$ cat config.mk
export PLATFORM = sky130hd
export DESIGN_NAME = rstreq_ctrl
export DESIGN_NICKNAME = d
export VERILOG_FILES = /design/src/rtl/rstreq_ctrl.sv
export SDC_FILE = /design/constraint.sdc
export NUM_CORES = 1
export LEC_CHECK = 0
export CAP_MARGIN = 20
export CORE_MARGIN = 2
export CORE_UTILIZATION = 55
export CTS_BUF_LIST = sky130_fd_sc_hd__clkbuf_8
export CTS_CLUSTER_DIAMETER = 40
export DETAILED_ROUTE_END_ITERATION = 6
export PLACE_DENSITY = 0.78
export SLEW_MARGIN = 20
export SYNTH_ARGS = -nofsm -noshare
export SYNTH_HDL_FRONTEND = slang
export SYNTH_SLANG_ARGS = --single-unit
$ cat constraint.sdc
create_clock -name clk -period 2.6 [get_ports clk]
set_clock_uncertainty 0.1 [all_clocks]
set_input_delay 0.65 -clock clk [delete_from_list [all_inputs] [get_ports clk]]
set_output_delay 0.65 -clock clk [all_outputs]
set_load 0.05 [all_outputs]
$ cat src/rtl/rstreq_ctrl.sv
// Reset request controller: debounced button, watchdog and keyed software
// triggers produce one fixed-length rstreq pulse with the winning cause recorded.
module rstreq_ctrl #(
  parameter int DEBOUNCE_BITS = 16,
  parameter int PULSE_LEN     = 8,
  parameter int WDT_BITS      = 24
) (
  input  logic       clk,
  input  logic       resetn,
  input  logic       btn_rstn,
  input  logic       sw_rst_req,
  input  logic [7:0] sw_rst_key,
  input  logic       wdt_enable,
  input  logic       wdt_kick,
  output logic       rstreq,
  output logic [1:0] rst_cause,
  output logic       busy
);
  localparam logic [7:0] SW_KEY       = 8'hA5;
  localparam logic [7:0] PULSE_LAST   = 8'(PULSE_LEN - 1);
  localparam logic [7:0] HOLDOFF_LAST = 8'd15;
  localparam logic [1:0] CAUSE_BTN    = 2'b01;
  localparam logic [1:0] CAUSE_WDT    = 2'b10;
  localparam logic [1:0] CAUSE_SW     = 2'b11;

  typedef enum logic [1:0] {
    S_IDLE    = 2'd0,
    S_ASSERT  = 2'd1,
    S_HOLDOFF = 2'd2
  } state_t;

  logic                     r_btn_meta;
  logic                     r_btn_sync;
  logic                     r_btn_db;
  logic [DEBOUNCE_BITS-1:0] r_db_cnt;
  logic [WDT_BITS-1:0]      r_wdt_cnt;
  state_t                   r_state;
  state_t                   w_state_next;
  logic [7:0]               r_cnt;
  logic [7:0]               w_cnt_next;
  logic [1:0]               r_cause;
  logic [1:0]               w_cause_next;
  logic                     r_rstreq;
  logic                     w_rstreq_next;
  logic                     r_busy;
  logic                     w_db_full;
  logic                     w_btn_trig;
  logic                     w_wdt_trig;
  logic                     w_sw_trig;
  logic                     w_any_trig;

  assign w_db_full  = &r_db_cnt;
  // The button fires on the very cycle the debounced level commits to low.
  assign w_btn_trig = (r_btn_sync != r_btn_db) && w_db_full && !r_btn_sync;
  assign w_wdt_trig = (r_state == S_IDLE) && (&r_wdt_cnt);
  assign w_sw_trig  = sw_rst_req && (sw_rst_key == SW_KEY);
  assign w_any_trig = w_btn_trig || w_wdt_trig || w_sw_trig;

  always_ff @(posedge clk or negedge resetn) begin
    if (!resetn) begin
      r_btn_meta <= 1'b1;
      r_btn_sync <= 1'b1;
      r_btn_db   <= 1'b1;
      r_db_cnt   <= '0;
    end else begin
      r_btn_meta <= btn_rstn;
      r_btn_sync <= r_btn_meta;
      if (r_btn_sync == r_btn_db) begin
        r_db_cnt <= '0;
      end else if (w_db_full) begin
        r_btn_db <= r_btn_sync;
        r_db_cnt <= '0;
      end else begin
        r_db_cnt <= r_db_cnt + DEBOUNCE_BITS'(1);
      end
    end
  end

  // Cleared on the trigger edge too, so no stale count survives into ASSERT.
  always_ff @(posedge clk or negedge resetn) begin
    if (!resetn) begin
      r_wdt_cnt <= '0;
    end else if ((r_state != S_IDLE) || w_any_trig || !wdt_enable || wdt_kick) begin
      r_wdt_cnt <= '0;
    end else if (!(&r_wdt_cnt)) begin
      r_wdt_cnt <= r_wdt_cnt + WDT_BITS'(1);
    end
  end

  always_comb begin
    w_state_next  = r_state;
    w_cnt_next    = r_cnt;
    w_cause_next  = r_cause;
    w_rstreq_next = 1'b0;
    case (r_state)
      S_IDLE: begin
        if (w_any_trig) begin
          w_state_next  = S_ASSERT;
          w_cnt_next    = PULSE_LAST;
          w_rstreq_next = 1'b1;
          if (w_btn_trig)      w_cause_next = CAUSE_BTN;
          else if (w_wdt_trig) w_cause_next = CAUSE_WDT;
          else                 w_cause_next = CAUSE_SW;
        end
      end
      S_ASSERT: begin
        if (r_cnt == 8'd0) begin
          w_state_next = S_HOLDOFF;
          w_cnt_next   = 8'd0;
        end else begin
          w_cnt_next    = r_cnt - 8'd1;
          w_rstreq_next = 1'b1;
        end
      end
      S_HOLDOFF: begin
        // Counts consecutive released cycles; a held button restarts it.
        if (!r_btn_db) begin
          w_cnt_next = 8'd0;
        end else if (r_cnt == HOLDOFF_LAST) begin
          w_state_next = S_IDLE;
          w_cnt_next   = 8'd0;
        end else begin
          w_cnt_next = r_cnt + 8'd1;
        end
      end
      default: begin
        w_state_next = S_IDLE;
        w_cnt_next   = 8'd0;
      end
    endcase
  end

  always_ff @(posedge clk or negedge resetn) begin
    if (!resetn) begin
      r_state  <= S_IDLE;
      r_cnt    <= 8'd0;
      r_cause  <= 2'b00;
      r_rstreq <= 1'b0;
      r_busy   <= 1'b0;
    end else begin
      r_state  <= w_state_next;
      r_cnt    <= w_cnt_next;
      r_cause  <= w_cause_next;
      r_rstreq <= w_rstreq_next;
      r_busy   <= (w_state_next != S_IDLE);
    end
  end

  assign rstreq    = r_rstreq;
  assign rst_cause = r_cause;
  assign busy      = r_busy;

endmodule

# Word-level counts from Yosys, hierarchy flattened
# Index checks and enable logic that the tools add are counted.
[op_classes] reduce_logical=19 bitwise_logic=1 eq_ne=8 n_mux=19 add_sub_neg=4
[ops] cell="$mux 24" n=2
[ops] cell="$mux 16" n=2
[ops] cell="$mux 8" n=4
[ops] cell="$add 24x1->24 const B" n=1
[ops] cell="$pmux 8 s3" n=1
[ops] cell="$reduce_and 24->1" n=1
[ops] cell="$reduce_and 17->1" n=1
[ops] cell="$add 16x1->16 const B" n=1
[ops] cell="$reduce_and 16->1" n=1
[ops] cell="$mux 2" n=5
[ops] cell="$add 8x1->8 const B" n=1
[ops] cell="$eq 8x4->1 const B" n=1
[ops] cell="$eq 8x8->1 const B" n=1
[ops] cell="$logic_not 8->1" n=1
[ops] cell="$sub 8x1->8 const B" n=1
[ops] cell="$pmux 2 s3" n=1
[ops] cell="$logic_or 1x1->1" n=5
[ops] cell="$logic_and 1x1->1" n=4
[ops] cell="$ne 2x2->1 const B" n=2
[ops] cell="$reduce_bool 2->1" n=2
[ops] cell="$mux 1" n=3
[ops] cell="$eq 2x1->1 const B" n=1
[ops] cell="$eq 2x2->1 const B" n=1
[ops] cell="$logic_not 1->1" n=2
[ops] cell="other kinds (6)" n=6
[totals] ff_bits=57 output_inout_bits=4 in_bits=14

# Longest topological paths before layout
[depth] ltp_word=9 depth_mapped=8 depth_no_buf=7

# Worst setup path after synthesis
# No wires, ideal clock.
[synth_timing] path_type="reg-to-reg" from="reg r_db_cnt[0]" to="reg r_wdt_cnt[19]" setup_time_ns=0.134 n_path_buf=2 t_required_ns=2.366 t_arrival_ns=1.852 path_stages_with_launch=9 path_slack_ns=0.514 cell_sequence="dfrtp_1 ha_1 and4_1 or3b_1 buf_2 o21a_1 nand4b_2 buf_6 a21oi_1"
[synth_via] elab_chain_len=9 elab_cells_between_ends=10
[synth_rtl] item="from (decl)" line_no="35" source="logic [DEBOUNCE_BITS-1:0] r_db_cnt;"
[synth_rtl] item="from (signal assigned)" line_no="74" source="r_db_cnt <= r_db_cnt + DEBOUNCE_BITS'(1);"
[synth_rtl] item="$reduce_and 16->1 (*)" line_no="52" source="assign w_db_full = &r_db_cnt;"
[synth_rtl] item="$logic_and 1x1->1 (*) (2 in series)" line_no="54" source="assign w_btn_trig = (r_btn_sync != r_btn_db) && w_db_full && !r_btn_sync;"
[synth_rtl] item="$logic_or 1x1->1 (*) (2 in series)" line_no="57" source="assign w_any_trig = w_btn_trig || w_wdt_trig || w_sw_trig;"
[synth_rtl] item="$logic_or 1x1->1 (*) (3 in series)" line_no="83" source="end else if ((r_state != S_IDLE) || w_any_trig || !wdt_enable || wdt_kick) begin"
[synth_rtl] item="$ne 2x2->1 (no source line) / $mux 24 (equally long branches)"
[synth_rtl] item="to (signal assigned)" line_no="86" source="r_wdt_cnt <= r_wdt_cnt + WDT_BITS'(1);"
[synth_rtl] item="to (decl)" line_no="36" source="logic [WDT_BITS-1:0] r_wdt_cnt;"
# Mark *: on every way between the ends. The rest lies on a longest branch, timed or not.
# A chain may end at the register's enable or synchronous reset.

# Final worst setup path
[layout_timing] from="reg r_db_cnt[0]" to="reg r_wdt_cnt[6]"
# The elaborated chain is that of the path after synthesis.

==> flow_summary.toml <==
[grt]
grt_use_total_pct = 23.4
antenna_found_initial = 0
grt_pass1_vias = 2556
grt_pass1_wl_um = 11700
grt_overflow = 0
grt_max_degree = 58

[clocking]
post_cts_resized = 0
ctsLongestPathBuffers = 2
clkSlewWorstSetupHoldPaths_ps = 70
cts_max_level = 3
cts_tree = "built"
post_cts_buffers = 0
worstSkewPairLatency_ps = 340
cts_made_buffers = 9
clock-root-buffer = "clkbuf_8"
clock-sinks = 57
hold_buffers = 0

[sta]
timing.fmax_ghz = 0.440
tightestPinTransition_ps = 718
slew_headroom_pct = 52.0
fin_tns_setup_ps = 0
holdWs_ps = 206
fin_crit_sh_pct = 87.5
slew_viol_final = 0
rsz0062_at_grt = "no"
finalCriticalPeriod_ps = 2280
finalHoldViolCount = 0
setup_viol = 0

[synthesis]
netlist_instances = 329
async_flop_share_pct = 100
ys.flop_type = "dfrtp_1"
synth_cell_types = 61
synth_edf_count = 0
syn_avg_cell_area_sq_um = 9.56
ys_ff_latch = 57
synth_nets = 348
synthesis.area_sq_um = 3150
yosysWarnings = 0
ys_seq_area_share_pct = 45.4

[detailed_routing]
drc = 0
routedWlPerCell_um = 15.2
num_vias = 2617
drt_pass1_iterations = 6
drtIter0Drc = 160
antenna_left = 0
wl_um = 6550
avgViaCountPerCell = 6.06

[pwr]
powerDensity_nw_per_um2 = 507
power.leakage_nw = 1.46
peakVddDrop_uv = 310

[placed_design]
dp.final_hpwl_um = 4470
numPortBuffers = 17
finalWeightedCongestion = 0.866

[critical_path]
critPathMaxFanout = 12
r2r_cells = 7
crit_arrival_ps = 2410
startpoint = "r_db_cnt[0]"
endpoint = "r_wdt_cnt[6]"
reg2reg_slack_ps = 320
worstPathRequired_ps = 2740
critPathKind = "reg -> reg"
worstSetupStartpointType = "register"
r2r_end = "r_wdt_cnt[6]"
r2r_start = "r_db_cnt[0]"
cp-end-kind = "register"

[job]
cap_violations = 0

[layout]
diodes = 0
area_delta_synth_final_pct = 15.6
drive_gt1_share_pct = 11.1
final_nets = 374

[floorplan]
num_rows = 27
die-area_sq_um = 6340
ioPinCount = 18
coreArea_sq_um = 5510
die_x_um = 79.6
start_util_pct = 57.1
die-height_um = 79.6

[hold_path]
hp-class = "in -> async"

[outcome]
status = "complete, no violations"
## cell usage after synthesis (2+ instances only)
library cell | count | area [sq um]
o21a_1 | 4 | 30.0
xor2_1 | 14 | 123
inv_1 | 8 | 30.0
and3_1 | 5 | 31.3
a21oi_1 | 21 | 105
o211ai_1 | 2 | 15.0
a22o_1 | 2 | 17.5
buf_2 | 6 | 30.0
o41ai_1 | 2 | 17.5
o31ai_1 | 6 | 45.0
nand3b_1 | 2 | 15.0
or3_1 | 7 | 43.8
and2_1 | 2 | 12.5
o22ai_1 | 2 | 12.5
nand3_1 | 18 | 90.1
a221oi_1 | 2 | 17.5
ha_1 | 5 | 62.6
o21ai_1 | 2 | 10.0
nor2_1 | 47 | 176
nand4_1 | 12 | 75.1
xnor2_1 | 10 | 87.6
dfstp_2 | 3 | 78.8
a31oi_1 | 6 | 37.5
or4b_1 | 2 | 20.0
o22a_1 | 3 | 26.3
or4_1 | 5 | 37.5
o31a_1 | 2 | 17.5
a211oi_1 | 3 | 22.5
buf_6 | 3 | 33.8
nor4_1 | 4 | 25.0
or2_2 | 2 | 12.5
o21ai_0 | 10 | 50.1
dfrtp_1 | 54 | 1350
clkbuf_1 | 3 | 11.3
nand2_1 | 20 | 75.1
and4_1 | 3 | 26.3
nor3_1 | 3 | 15.0
## per-layer routing
metal | part of all wire (%) | GRT usage [%] | vias to the layer above
met5 | 0 | 0 | -
met4 | 2.4 | 11.9 | 0
met3 | 3.7 | 4.41 | 17
met2 | 49 | 36.6 | 58
met1 | 45 | 31.1 | 1273
li1 | - | - | 1269
## layout make-up
cell class	count	area, sq um
sequential	57	1430
timing repair buffer	28	273
fill	438	1870
clock buffer	9	124
inverter	8	30.0
tap	72	90.1
clock inverter	7	87.6
multi-input combinational	251	1600
## layout by cell type (no fill, tap or decap), types with 12 or more instances in the layout
| master | synthesis | layout |
|---|---|---|
| nand4_1 | 12 | 12 |
| a21oi_1 | 21 | 21 |
| xor2_1 | 14 | 14 |
| nand3_1 | 18 | 18 |
| nor2_1 | 47 | 47 |
| dfrtp_1 | 54 | 54 |
| nand2_1 | 20 | 20 |
| clkdlybuf4s50_1 | 0 | 16 |
## kinds of logic after synthesis
logic type,synth area share (%)
multiplexers,0.676
AND/OR/NAND/NOR,25.0
XOR/XNOR,6.68
flip-flops,45.4
adder cells (fa/ha/maj),1.99
AO/OA/AOI/OAI,16.7
buffers and inverters,3.58
## registers in the layout, summed over array words and instances, names as in the netlist
register    cells
r_btn_db        1
rst_cause       2
r_db_cnt       16
rstreq          1
r_btn_meta      1
r_state         2
r_cnt           8
busy            1
r_btn_sync      1
r_wdt_cnt      24
## critical path, stage by stage (launching register included)
cell	delay, ps
dfrtp_1	410
ha_1	250
and4_1	250
or3b_1	210
o21a_1	230
nand4b_2	290
buf_12	250
a311oi_2	180
## power breakdown
part           switching (W)  internal, W
sequential        0.00000513     0.000893
clock               0.000363     0.000530
combinational      0.0000261    0.0000258
total               0.000394      0.00145
## metrics by stage
step	std cells	worst slack, ps	cell area [sq um]	util (%)	power [W]
floorplan	329	514	3150	-	0.000924
global route	432	207	3640	66.1	0.00191
detailed placement	416	132	3430	62.2	0.000969
global placement	416	238	3430	62.2	0.000967
finish	432	325	3640	66.1	0.00184
CTS	432	309	3640	66.1	0.00186
## worst min-delay path by stage
stage,startpoint,end,slack (ps),cells past startpoint
finish,resetn,r_db_cnt[9],210,2
global route,resetn,r_db_cnt[9],240,2
CTS,resetn,r_db_cnt[9],210,2
detailed placement,r_btn_meta,r_btn_sync,260,0
global placement,r_btn_meta,r_btn_sync,260,0
floorplan,resetn,busy,250,0
(Power assumes the default switching activity.)
